--- src/rtl/mem_arbiter.sv ---
// Shares one single-ported memory between the fetch (imem) and load/store (dmem) requesters.
// Latency: request in cycle N -> mem mask pulse in N+1 -> earliest imem/dmem resp in N+2.
// Backpressure: one pending slot per port; a pulse into a full or in-flight slot is dropped.
//
// Ports:
//   clk_i, rst_i               clock, synchronous active-high reset
//   imem_*                     fetch request (addr, rmask pulse) and response (rdata, resp pulse)
//   dmem_*                     load/store request (addr, rmask/wmask pulse, wdata) and response
//   mem_*                      registered request to the memory, combinational response from it
//   busy_o                     high whenever a transaction is in flight
//
// Build option: define ARB_RR_EN for round-robin arbitration on ties; without it dmem has
// fixed priority over imem.
module mem_arbiter #(
  parameter int ADDR_W = 32,
  parameter int DATA_W = 32,
  parameter int MASK_W = 4
) (
  input  logic              clk_i,
  input  logic              rst_i,
  input  logic [ADDR_W-1:0] imem_addr_i,
  input  logic [MASK_W-1:0] imem_rmask_i,
  output logic [DATA_W-1:0] imem_rdata_o,
  output logic              imem_resp_o,
  input  logic [ADDR_W-1:0] dmem_addr_i,
  input  logic [MASK_W-1:0] dmem_rmask_i,
  input  logic [MASK_W-1:0] dmem_wmask_i,
  input  logic [DATA_W-1:0] dmem_wdata_i,
  output logic [DATA_W-1:0] dmem_rdata_o,
  output logic              dmem_resp_o,
  output logic [ADDR_W-1:0] mem_addr_o,
  output logic [MASK_W-1:0] mem_rmask_o,
  output logic [MASK_W-1:0] mem_wmask_o,
  output logic [DATA_W-1:0] mem_wdata_o,
  input  logic [DATA_W-1:0] mem_rdata_i,
  input  logic              mem_resp_i,
  output logic              busy_o
);

  localparam logic [1:0] ST_IDLE   = 2'd0;
  localparam logic [1:0] ST_WAIT_I = 2'd1;
  localparam logic [1:0] ST_WAIT_D = 2'd2;

  logic [1:0]        state_q;

  // Per-port slots; a slot stays valid while its request is in flight and
  // is cleared only when the memory response for it completes.
  logic              i_vld_q;
  logic [ADDR_W-1:0] i_addr_q;
  logic [MASK_W-1:0] i_rmask_q;
  logic              d_vld_q;
  logic [ADDR_W-1:0] d_addr_q;
  logic [MASK_W-1:0] d_rmask_q;
  logic [MASK_W-1:0] d_wmask_q;
  logic [DATA_W-1:0] d_wdata_q;

  logic              i_req;
  logic              d_req;
  logic              i_cand;
  logic              d_cand;
  logic [ADDR_W-1:0] i_c_addr;
  logic [MASK_W-1:0] i_c_rmask;
  logic [ADDR_W-1:0] d_c_addr;
  logic [MASK_W-1:0] d_c_rmask;
  logic [MASK_W-1:0] d_c_wmask;
  logic [DATA_W-1:0] d_c_wdata;
  logic              grant_d;
  logic              issue;
  logic              i_done;
  logic              d_done;

  assign i_req = |imem_rmask_i;
  assign d_req = (|dmem_rmask_i) | (|dmem_wmask_i);

  // Candidates in IDLE: a pending slot, or a pulse arriving this very cycle.
  // A valid slot shadows the live pulse, which is dropped in that case anyway.
  assign i_cand    = i_vld_q | i_req;
  assign d_cand    = d_vld_q | d_req;
  assign i_c_addr  = i_vld_q ? i_addr_q  : imem_addr_i;
  assign i_c_rmask = i_vld_q ? i_rmask_q : imem_rmask_i;
  assign d_c_addr  = d_vld_q ? d_addr_q  : dmem_addr_i;
  assign d_c_rmask = d_vld_q ? d_rmask_q : dmem_rmask_i;
  assign d_c_wmask = d_vld_q ? d_wmask_q : dmem_wmask_i;
  assign d_c_wdata = d_vld_q ? d_wdata_q : dmem_wdata_i;

`ifdef ARB_RR_EN
  localparam logic GNT_IMEM = 1'b0;
  localparam logic GNT_DMEM = 1'b1;
  logic last_grant_q;
  // On a tie the port not granted last wins; a lone candidate always wins.
  assign grant_d = d_cand & (~i_cand | (last_grant_q == GNT_IMEM));
`else
  assign grant_d = d_cand;
`endif

  assign issue  = (state_q == ST_IDLE) & (i_cand | d_cand);
  assign i_done = (state_q == ST_WAIT_I) & mem_resp_i;
  assign d_done = (state_q == ST_WAIT_D) & mem_resp_i;

  assign imem_resp_o  = i_done;
  assign imem_rdata_o = i_done ? mem_rdata_i : '0;
  assign dmem_resp_o  = d_done;
  assign dmem_rdata_o = d_done ? mem_rdata_i : '0;
  assign busy_o       = (state_q != ST_IDLE);

  always_ff @(posedge clk_i) begin
    if (rst_i) begin
      state_q     <= ST_IDLE;
      i_vld_q     <= 1'b0;
      i_addr_q    <= '0;
      i_rmask_q   <= '0;
      d_vld_q     <= 1'b0;
      d_addr_q    <= '0;
      d_rmask_q   <= '0;
      d_wmask_q   <= '0;
      d_wdata_q   <= '0;
      mem_addr_o  <= '0;
      mem_rmask_o <= '0;
      mem_wmask_o <= '0;
      mem_wdata_o <= '0;
`ifdef ARB_RR_EN
      last_grant_q <= GNT_DMEM;
`endif
    end else begin
      // Masks are single-cycle pulses; address and wdata hold until the next issue.
      mem_rmask_o <= '0;
      mem_wmask_o <= '0;

      if (i_req && !i_vld_q) begin
        i_vld_q   <= 1'b1;
        i_addr_q  <= imem_addr_i;
        i_rmask_q <= imem_rmask_i;
      end
      if (d_req && !d_vld_q) begin
        d_vld_q   <= 1'b1;
        d_addr_q  <= dmem_addr_i;
        d_rmask_q <= dmem_rmask_i;
        d_wmask_q <= dmem_wmask_i;
        d_wdata_q <= dmem_wdata_i;
      end

      case (state_q)
        ST_IDLE: begin
          if (issue) begin
            if (grant_d) begin
              mem_addr_o  <= d_c_addr;
              // A combined read+write pulse is treated as a write only.
              mem_rmask_o <= (|d_c_wmask) ? '0 : d_c_rmask;
              mem_wmask_o <= d_c_wmask;
              mem_wdata_o <= d_c_wdata;
              state_q     <= ST_WAIT_D;
            end else begin
              mem_addr_o  <= i_c_addr;
              mem_rmask_o <= i_c_rmask;
              mem_wdata_o <= '0;
              state_q     <= ST_WAIT_I;
            end
`ifdef ARB_RR_EN
            last_grant_q <= grant_d ? GNT_DMEM : GNT_IMEM;
`endif
          end
        end
        ST_WAIT_I: begin
          if (mem_resp_i) begin
            i_vld_q <= 1'b0;
            state_q <= ST_IDLE;
          end
        end
        ST_WAIT_D: begin
          if (mem_resp_i) begin
            d_vld_q <= 1'b0;
            state_q <= ST_IDLE;
          end
        end
        default: state_q <= ST_IDLE;
      endcase
    end
  end

`ifndef SYNTHESIS
  // A requester pulsing into its own busy slot loses that request.
  always_ff @(posedge clk_i) begin
    if (!rst_i) begin
      assert (!(i_req && i_vld_q)) else $warning("mem_arbiter: imem request dropped, slot busy");
      assert (!(d_req && d_vld_q)) else $warning("mem_arbiter: dmem request dropped, slot busy");
    end
  end
`endif

endmodule
--- config.mk ---
export PLATFORM = sky130hd
export DESIGN_NAME = mem_arbiter
export DESIGN_NICKNAME = d
export VERILOG_FILES = /design/src/rtl/mem_arbiter.sv
export SDC_FILE = /design/constraint.sdc
export NUM_CORES = 1
export LEC_CHECK = 0
export ABC_AREA = 1
export BUFFER_PORTS_ARGS = -buffer_cell sky130_fd_sc_hd__buf_2
export CAP_MARGIN = 20
export CORE_MARGIN = 3
export CORE_UTILIZATION = 40
export DETAILED_ROUTE_END_ITERATION = 12
export PLACE_DENSITY = 0.66
export SLEW_MARGIN = 20
export SYNTH_ARGS = -nofsm -noshare
export SYNTH_HDL_FRONTEND = slang
export SYNTH_SLANG_ARGS = --single-unit
--- constraint.sdc ---
create_clock -name clk_i -period 1.75 [get_ports clk_i]
set_clock_uncertainty 0.1 [all_clocks]
set_input_delay 0.2625 -clock clk_i [delete_from_list [all_inputs] [get_ports clk_i]]
set_output_delay 0.2625 -clock clk_i [all_outputs]
set_load 0.01 [all_outputs]
==> results of run 1 <==
==> critical path, delay by kind of cell (launching register included) <==
kind / cells / cell delay [ps]
adder cells (fa/ha/maj): 1 / 150
buffers and inverters: 3 / 380
flip-flops: 1 / 370
AND/OR/NAND/NOR: 2 / 200
==> cells by family (layout without fill, tap and decap cells) <==
logic type	count (synthesis)	after routing	synth area share (%)
AO/OA/AOI/OAI	145	145	9.27
adder cells (fa/ha/maj)	3	3	0.436
buffers and inverters	207	542	10.1
flip-flops	184	184	42.8
multiplexers	4	4	0.465
other	0	4	0
AND/OR/NAND/NOR	818	818	37.0
==> routing by layer <==
metal | wire (um) | vias up
met5 | 0 | -
met4 | 1010 | 0
met3 | 1630 | 57
met2 | 14200 | 335
met1 | 12000 | 4318
li1 | - | 4821
==> sequential cells by signal, indices dropped and copies added, names as in the netlist, 32 cells and up <==
signal / flops
d_wdata_q: 32
d_addr_q: 32
i_addr_q: 32
mem_wdata_o: 32
mem_addr_o: 32
==> layout make-up <==
class,count,area [um2]
Fill cell,1964,8560
Multi-Input combinational cell,970,4470
Sequential cell,184,3690
Timing Repair Buffer,391,2940
Inverter,119,454
Clock buffer,19,443
Tap cell,275,344
Clock inverter,13,168
Antenna cell,4,10.0
==> placed cells by master, fill, tap and decap left out, types with 2 or more instances in the layout <==
| cell type | synthesis | routed |
|---|---|---|
| bufinv_16 | 0 | 3 |
| buf_6 | 7 | 43 |
| dlygate4sd3_1 | 0 | 57 |
| inv_1 | 113 | 109 |
| nor2_2 | 0 | 18 |
| nand4_1 | 3 | 3 |
| nand2_1 | 491 | 489 |
| clkinv_4 | 0 | 3 |
| inv_4 | 1 | 3 |
| dfxtp_1 | 184 | 180 |
| nor2_1 | 254 | 196 |
| nand2_8 | 0 | 2 |
| nor2_4 | 1 | 41 |
| dfxtp_2 | 0 | 3 |
| buf_16 | 0 | 4 |
| a211oi_1 | 27 | 27 |
| ha_4 | 0 | 2 |
| o21ai_0 | 32 | 32 |
| nand2_4 | 2 | 2 |
| inv_6 | 0 | 2 |
| diode_2 | 0 | 4 |
| buf_2 | 25 | 239 |
| buf_12 | 0 | 15 |
| nand3_1 | 65 | 65 |
| mux2i_1 | 4 | 4 |
| a21oi_1 | 82 | 82 |
| clkinv_2 | 0 | 3 |
| o22ai_1 | 4 | 3 |
| clkbuf_16 | 0 | 19 |
| inv_2 | 5 | 7 |
| buf_4 | 1 | 31 |
==> what timing repair did <==
item / CTS / global route
pin swaps: 2 / 3
hold buffers: 57 / 0
resized for setup: 22 / 145
hold endpoints to repair: 57 / 0
setup buffers: 1 / 2
cloned: 4 / 2
setup endpoints to repair: 67 / 71
==> worst paths after layout <==
kind / cells past startpoint / endpoint / slack [ps] / from
worst max-delay path: 6 / dmem_rdata_o[23] / -150 / state_q[0]
worst min-delay path: 3 / i_addr_q[26] / 20 / imem_addr_i[26]
worst max register to register: 9 / mem_rmask_o[2] / 130 / d_vld_q
worst min register to register: 2 / d_addr_q[12] / 360 / d_addr_q[12]
==> cell usage after synthesis <==
master and instances:
nand2_1 491, nor2_1 254, dfxtp_1 184, inv_1 113, a21oi_1 82, nand3_1 65
clkbuf_1 46, o21ai_0 32, a211oi_1 27, buf_2 25, buf_1 9, buf_6 7
inv_2 5, mux2i_1 4, o22ai_1 4, ha_1 3, nand4_1 3, nand2_4 2
buf_4 1, inv_4 1, nand2_2 1, nor2_4 1, nor3_1 1
==> metrics by stage <==
| stage | util [%] | hold WS (ps) | setup TNS [ps] | cells |
|---|---|---|---|---|
| after floorplan | - | 311 | 0 | 1361 |
| after global placement | 49.7 | 348 | -123 | 1873 |
| after detailed placement | 49.7 | 352 | -763 | 1873 |
| after CTS | 56.1 | 0.564 | -8320 | 1967 |
| after global routing | 59.4 | 15.2 | -10090 | 1975 |
| final | 59.4 | 17.9 | -6060 | 1975 |
==> power breakdown <==
part	switching, uW	internal (uW)	total [uW]
sequential	175	4530	4700
clock	1740	2310	4040
combinational	1250	926	2180
total	3170	7760	10900
==> results.toml, run 1 <==
[synthesis]
netlist.area_leader.share_pct = 42.8
netlist_instances = 1361
synth.net_count = 1507
synth_area_leader_cell = "dfxtp_1"
ys_types = 23
yosysSeqAreaShare_pct = 42.8
synth_area_leaders = "dfxtp_1 43%, nand2_1 21%, nor2_1 11%, inv_1 4.9%, a21oi_1 4.8%"
syn-cell-area_um2 = 8610
avgSynthCellArea_um2 = 6.33
yosys_warnings = 0
ys_seq_elements = 184

[floorplan]
start_util_pct = 40.8
die_y_um = 153
io_pins = 282
core_um2 = 21100
die_w_um = 153
die_area_um2 = 23300
placementRows = 53

[critical_path]
cpPeakStageDelay_ps = 370
worstSetupStartpointType = "flop"
cpMaxStageDelayCell = "dfxtp_4"
worstPathRequired_ps = 1390
crit_arrival_ps = 1540
cp_max_fo = 8
crit_type = "reg2out"
endpoint_kind = "primary output"
crit_chain = "inv_4 > ha_4 > nand2_8 > buf_16 > nor2_1 > buf_2"

[cells_and_area]
drive_above_1_share_pct = 26.4
fin_area_um2 = 12500
nNetsFinal = 1829
syn_to_final_growth_pct = 45.5

[place]
gp_congestion = 0.791
portBuffers = 281
pre_cts_ws_ps = -73.3
hpwl_mm = 18.7
postPlaceCellArea_um2 = 10500

[global_route]
grtUsageTotal_pct = 23.2
grt.met3_usage_pct = 3.46
grt_pass1_vias = 8901
busiest_layer = "met2"
grt_pass1_wl_mm = 44.8
met2_usage_pct = 40.4
use_met1_pct = 28.7
overflow = 0
antenna_found_initial = 4
grt_start_max_net_pins = 60

[timing]
rsz0062_at_grt = "yes"
setup_violations = 67
max_freq_mhz = 527
slew_headroom_pct = 54.9
min_period_over_period_pct = 108
hold_viol_final = 0
post-route-min-period_ps = 1900
tightestPinTransition_ps = 677
slew_viol_final = 0
fin_ws_ps = -149

[run_status]
violations = "setup timing"
status = "finished with violations"

[job]
cap_viol_max_count = 0

[route]
routed_wirelength_mm = 28.8
drc = 0
wl_per_cell_um = 14.6
drt_first_pass_iters = 5
viasPerCell = 4.83
antenna_left = 0
first_iter_violations = 596
dr_total_vias = 9531

[clock_network]
cts_tree = "yes"
htree_levels = 4
cts-buffers-inserted = 17
path_clk_slew_ps = 70
root_buffer = "clkbuf_16"
clock_latency_ps = 430
cts_sinks = 184
cts.path.max_buffers = 2

[hold_path]
hold_class = "in2reg"

[power_and_ir_drop]
total_power_uw = 10900
leakage_uw = 0.00632
peakVddDrop_v = 0.000543
pwr_density_cell_nw_per_um2 = 872
(Power assumes the default switching activity.)
==> run 2, diff against run 1 <==
--- a/config.mk
+++ b/config.mk
@@ -8,7 +8,7 @@
 export ABC_AREA = 1
 export BUFFER_PORTS_ARGS = -buffer_cell sky130_fd_sc_hd__buf_2
 export CAP_MARGIN = 20
-export CORE_MARGIN = 3
+export CORE_MARGIN = 2
 export CORE_UTILIZATION = 40
 export DETAILED_ROUTE_END_ITERATION = 12
 export PLACE_DENSITY = 0.66
@@ -16,3 +16,4 @@
 export SYNTH_ARGS = -nofsm -noshare
 export SYNTH_HDL_FRONTEND = slang
 export SYNTH_SLANG_ARGS = --single-unit
+export TNS_END_PERCENT = 1
==> constraint.sdc (replaced) <==
create_clock -name clk_i -period 2 [get_ports clk_i]
set_clock_uncertainty 0.1 [all_clocks]
set_input_delay 0.3 -clock clk_i [delete_from_list [all_inputs] [get_ports clk_i]]
set_output_delay 0.3 -clock clk_i [all_outputs]
set_load 0.01 [all_outputs]
==> run 2 against run 1 <==
Compared with the run above: the run now ends clean; non-clock buffer count down 80; clock power down 12%; via count down 6.2%.
==> results.toml, run 2 (synthesis results as in run 1) <==
[cells_and_area]
nNetsFinal = 1749
syn_to_final_growth_pct = 27.9
multi_input_area_um2 = 4080
final.fill_count = 2123
finalNonFillerCells = 1894
drive_above_1_share_pct = 22.5
seq_area_um2 = 3690
layout_common_cells = "489 x nand2_1, 279 x buf_2, 252 x nor2_1"
fin_area_um2 = 11000
layout_commonest_cell = "nand2_1"

[global_route]
grt_start_max_net_pins = 107
busiest_layer = "met2"
grt_pass1_vias = 8094
use_met1_pct = 27.8
overflow = 0
grt_pass1_wl_mm = 40.4
met2_usage_pct = 40.9
grtUsageTotal_pct = 22.6
antenna_found_initial = 1
grt.met3_usage_pct = 3.73

[clock_network]
htree_levels = 4
cts.path.max_buffers = 2
cts_tree = "yes"
clock_latency_ps = 430
path_clk_slew_ps = 80
root_buffer = "clkbuf_16"
cts-buffers-inserted = 17
ctsHoldBuffers = 0
cts_sinks = 184

[critical_path]
regToRegStartpoint = "d_vld_q"
r2r_slack_ps = 280
cp_num_buf_inv = 3
cpPeakStageDelay_ps = 330
crit_arrival_ps = 1540
crit_family = "buffers and inverters"
cp_max_fo = 16
ff2ff_path_depth = 9
worstPathRequired_ps = 1600
worstSetupStartpointType = "flop"
endpoint_kind = "primary output"
cpMaxStageDelayCell = "dfxtp_2"
crit_chain = "inv_1 > ha_2 > nand2_2 > clkbuf_16 > nor2_1 > buf_2"
crit_type = "reg2out"
reg2reg_to = "mem_wdata_o[3]"

[place]
postPlaceCellArea_um2 = 10300
portBuffers = 281
gp_congestion = 0.818
dp_cells = 1857
hpwl_mm = 18.1

[route]
antenna_left = 0
viasPerCell = 4.72
wl_per_cell_um = 13.9
dr_total_vias = 8936
routed_wirelength_mm = 26.4
drc = 0
first_iter_violations = 480
drt_first_pass_iters = 5

[job]
cap_viol_max_count = 0

[timing]
slew_viol_final = 0
rsz0062_at_grt = "yes"
max_freq_mhz = 516
setup_violations = 0
min_period_over_period_pct = 96.8
tightestPinTransition_ps = 501
hold_viol_final = 0
post-route-min-period_ps = 1940
slew_headroom_pct = 66.6
holdWs_ps = 25.6

[power_and_ir_drop]
peakVddDrop_v = 0.000489
pwr_density_cell_nw_per_um2 = 844
leakage_uw = 0.00589

[floorplan]
io_pins = 282
placementRows = 53
core_um2 = 21100
start_util_pct = 40.8
die_area_um2 = 22700
die_y_um = 151
die_w_um = 151

[hold_path]
min-delay-start = "dmem_wdata_i[20]"
hold_depth = 3
holdPathEnd = "d_wdata_q[20]"
hold_class = "in2reg"

[run_status]
status = "finished, final reports clean"
==> run 2: final cells by class <==
cell class                      count  share of cell area [%]
Antenna cell                        3                  0.0682
Clock buffer                       18                    3.90
Clock inverter                     14                    1.73
Inverter                          119                    4.08
Multi-Input combinational cell    970                    37.1
Sequential cell                   184                    33.5
Tap cell                          275                    3.12
Timing Repair Buffer              311                    16.5
==> run 2: worst max-delay path by stage <==
| stage | start | to | slack (ps) | cells past startpoint |
|---|---|---|---|---|
| 4_1_cts | state_q[1] | busy_o | -20 | 5 |
| 6_report | state_q[0] | dmem_rdata_o[27] | 60 | 6 |
| 3_5_place_dp | imem_rmask_i[0] | mem_wdata_o[3] | 140 | 10 |
| 2_1_floorplan | dmem_wmask_i[2] | mem_addr_o[20] | 470 | 12 |
| 3_3_place_gp | dmem_wmask_i[0] | mem_wdata_o[18] | 190 | 12 |
| 5_1_grt | state_q[0] | dmem_rdata_o[21] | -20 | 6 |
==> run 2: stage by stage <==
step                utilization, %  power [uW]  TNS (ps)  worst slack (ps)
floorplan                        -        5210         0               466
global placement              48.9        5810         0               185
detailed placement            48.9        5830         0               141
CTS                           51.9        9370     -15.6             -15.6
global route                  52.2        9800     -43.1             -22.6
finish                        52.2        9290         0              63.7
==> run 2: worst register-to-register path, cell delays in order, from the launching register on <==
cell and delay, ps:
dfxtp_4 400, inv_2 230, nand2_4 90, inv_4 100, nand2_4 50, nand2_2 100, inv_1 160, buf_12 210
nor2_1 130, nor2_1 50
==> run 2: metal layers <==
metal	share of wire [%]	vias to the layer above	wire (um)
met5	0	-	0
met4	1.2	0	327
met3	5.6	23	1490
met2	50	280	13200
met1	43	3976	11400
li1	-	4657	-
==> run 2: what timing repair did <==
action,in CTS,in global routing
buffers inserted,0,0
resized for setup,2,7
endpoints found under the setup margin,2,67
gates cloned,0,2
==> run 2: report_power, final <==
group          switching, uW  internal [uW]
clock                   1540           2000
sequential               154           3960
combinational            991            644
total                   2680           6610
==> run 3, diff against run 2 <==
==> constraint.sdc (replaced) <==
create_clock -name clk_i -period 2 [get_ports clk_i]
set_clock_uncertainty 0.1 [all_clocks]
set_input_delay 0 -clock clk_i [delete_from_list [all_inputs] [get_ports clk_i]]
set_output_delay 0 -clock clk_i [all_outputs]
set_load 0.01 [all_outputs]
==> run 3 against run 2 <==
Compared with the run above: die area is the same; non-clock buffer count grew 110; via count grew 6.3%; hold slack gained 190 ps; first-iteration DRC count grew 14%; sequential cell count is the same; largest power group unchanged; sequential power is essentially flat; critical endpoint is now mem_wdata_o[14]; sequential share of layout area shrank 2.7 points; count of clock-buffer cells in the layout is the same.
==> results.toml, run 3 (synthesis results as in run 1) <==
[run_status]
status = "finished, final reports clean"

[route]
drc = 0
antenna_left = 0
met2WireLength_mm = 13.9
wl_met3_mm = 1.60
dr_total_vias = 9502
viasPerCell = 4.75
wl_per_cell_um = 14.0
routed_wirelength_mm = 28.1
top_layer_used = "met4"
drt_first_pass_iters = 5
drt-met1-wl_mm = 12.1
first_iter_violations = 546

[global_route]
antenna_found_initial = 1
overflow = 0
grtUsageTotal_pct = 24.8
grt_pass1_wl_mm = 44.5
grt_pass1_vias = 9025
grt_start_max_net_pins = 107

[timing]
slew_headroom_pct = 61.9
setup_violations = 0
max_freq_mhz = 539
hold_viol_final = 0
post-route-min-period_ps = 1860
setup_tns_ps = 0
holdWs_ps = 218
rsz0062_at_grt = "yes"
tightestPinTransition_ps = 571
slew_viol_final = 0
min_period_over_period_pct = 92.8

[cells_and_area]
nNetsFinal = 1859
fin_area_um2 = 12000
layout_common_cells = "491 x nand2_1, 280 x buf_2, 252 x nor2_1"
syn_to_final_growth_pct = 38.8
drive_above_1_share_pct = 20.5
layout_commonest_cell = "nand2_1"

[clock_network]
cts_sinks = 184
cts.path.max_buffers = 2
cts-buffers-inserted = 17
cts_setup_buffers = 0
htree_levels = 4
root_buffer = "clkbuf_16"
clock_latency_ps = 430
path_clk_slew_ps = 70
cts_tree = "yes"

[place]
postPlaceCellArea_um2 = 10200
portBuffers = 281
gp_congestion = 0.815
hpwl_mm = 18.4

[critical_path]
crit_chain = "dlygate4sd3_1 > buf_2 > nor2_1 > nand2_1 > nor2_4 > nand2_4 > inv_4 > nand2_4 > nand2_2 > inv_1 > buf_12 > nor2_1 > nor2_1"
cpMaxStageDelayCell = "dlygate4sd3_1"
cp_max_fo = 19
endpoint_kind = "flop"
cp_num_buf_inv = 5
crit_arrival_ps = 2080
crit_path_frequent_cell = "nor2_1"
worstPathRequired_ps = 2220
worstSetupStartpointType = "input pin"
cpPeakStageDelay_ps = 530
crit_type = "in2reg"
crit_family = "buffers and inverters"

[power_and_ir_drop]
seq_power_share_pct = 43.9
peakVddDrop_v = 0.000450
comb_power_share_pct = 19.2
clkPwrFrac_pct = 36.9
p_int_uw = 6630
pwr_density_cell_nw_per_um2 = 785
swShare_pct = 29.3
leakage_uw = 0.00630
p_switching_uw = 2750

[floorplan]
die_w_um = 151
io_pins = 282
core_um2 = 21100
start_util_pct = 40.8
die_area_um2 = 22700
placementRows = 53
die_y_um = 151

[hold_path]
hold_class = "in2out"

[job]
cap_viol_max_count = 0
-- run 3: changes by cell type in the layout (fill, tap and decap cells not counted), sizes merged --
cell         change
dlygate4sd3    +113
clkinvlp         -1
bufinv           -1
clkinv           +2
diode            -2
buf              -1
clkbuf           -2
-- run 3: power by group through the flow --
| stage | logic [uW] | clock network, uW | registers, uW |
|---|---|---|---|
| final | 1800 | 3460 | 4120 |
| after CTS | 1800 | 3530 | 4120 |
| after global placement | 1600 | 0 | 4190 |
| after global routing | 2040 | 3660 | 4150 |
| after floorplan | 976 | 0 | 4240 |
| after detailed placement | 1620 | 0 | 4200 |
-- run 3: area by class of cell --
cell class / instances / area [um2]
inverter: 119 / 449
multi-input combinational: 970 / 4070
antenna: 1 / 2.50
fill: 2056 / 9130
clock buffer: 18 / 439
clock inverter: 14 / 165
sequential: 184 / 3690
tap: 275 / 344
timing repair buffer: 421 / 2800
-- run 3: worst min-delay path: stages --
cell	delay [ps]
buf_2	90
inv_1	60
nor2_1	40
buf_2	130
-- run 3: timing repair --
action | CTS | global route
endpoints found under the hold margin | 181 | 0
gates resized for setup | 0 | 2
hold buffers | 113 | 0
setup endpoints to repair | 0 | 13
-- run 3: final timing paths --
kind | start | end | slack (ps) | cells after the start
worst max-delay path | dmem_wmask_i[2] | mem_wdata_o[14] | 140 | 13
worst min-delay path | mem_rdata_i[10] | dmem_rdata_o[10] | 220 | 4
worst max register to register | d_vld_q | mem_wdata_o[3] | 200 | 9
worst min register to register | d_wdata_q[28] | d_wdata_q[28] | 360 | 2
-- run 3: metal layers --
metal  vias to the layer above  GRT usage, %
li1                       4872             -
met1                      4285          30.2
met2                       312          44.5
met3                        33          4.03
met4                         0          7.85
met5                         -             0
-- run 3: through the flow --
step / total power [uW] / instances / util, % / worst slack [ps]
floorplan: 5210 / 1361 / - / 531
global placement: 5790 / 1856 / 48.4 / 271
detailed placement: 5820 / 1856 / 48.4 / 208
CTS: 9450 / 2001 / 56.7 / 123
global route: 9850 / 2002 / 56.7 / -7.98
finish: 9380 / 2002 / 56.7 / 143
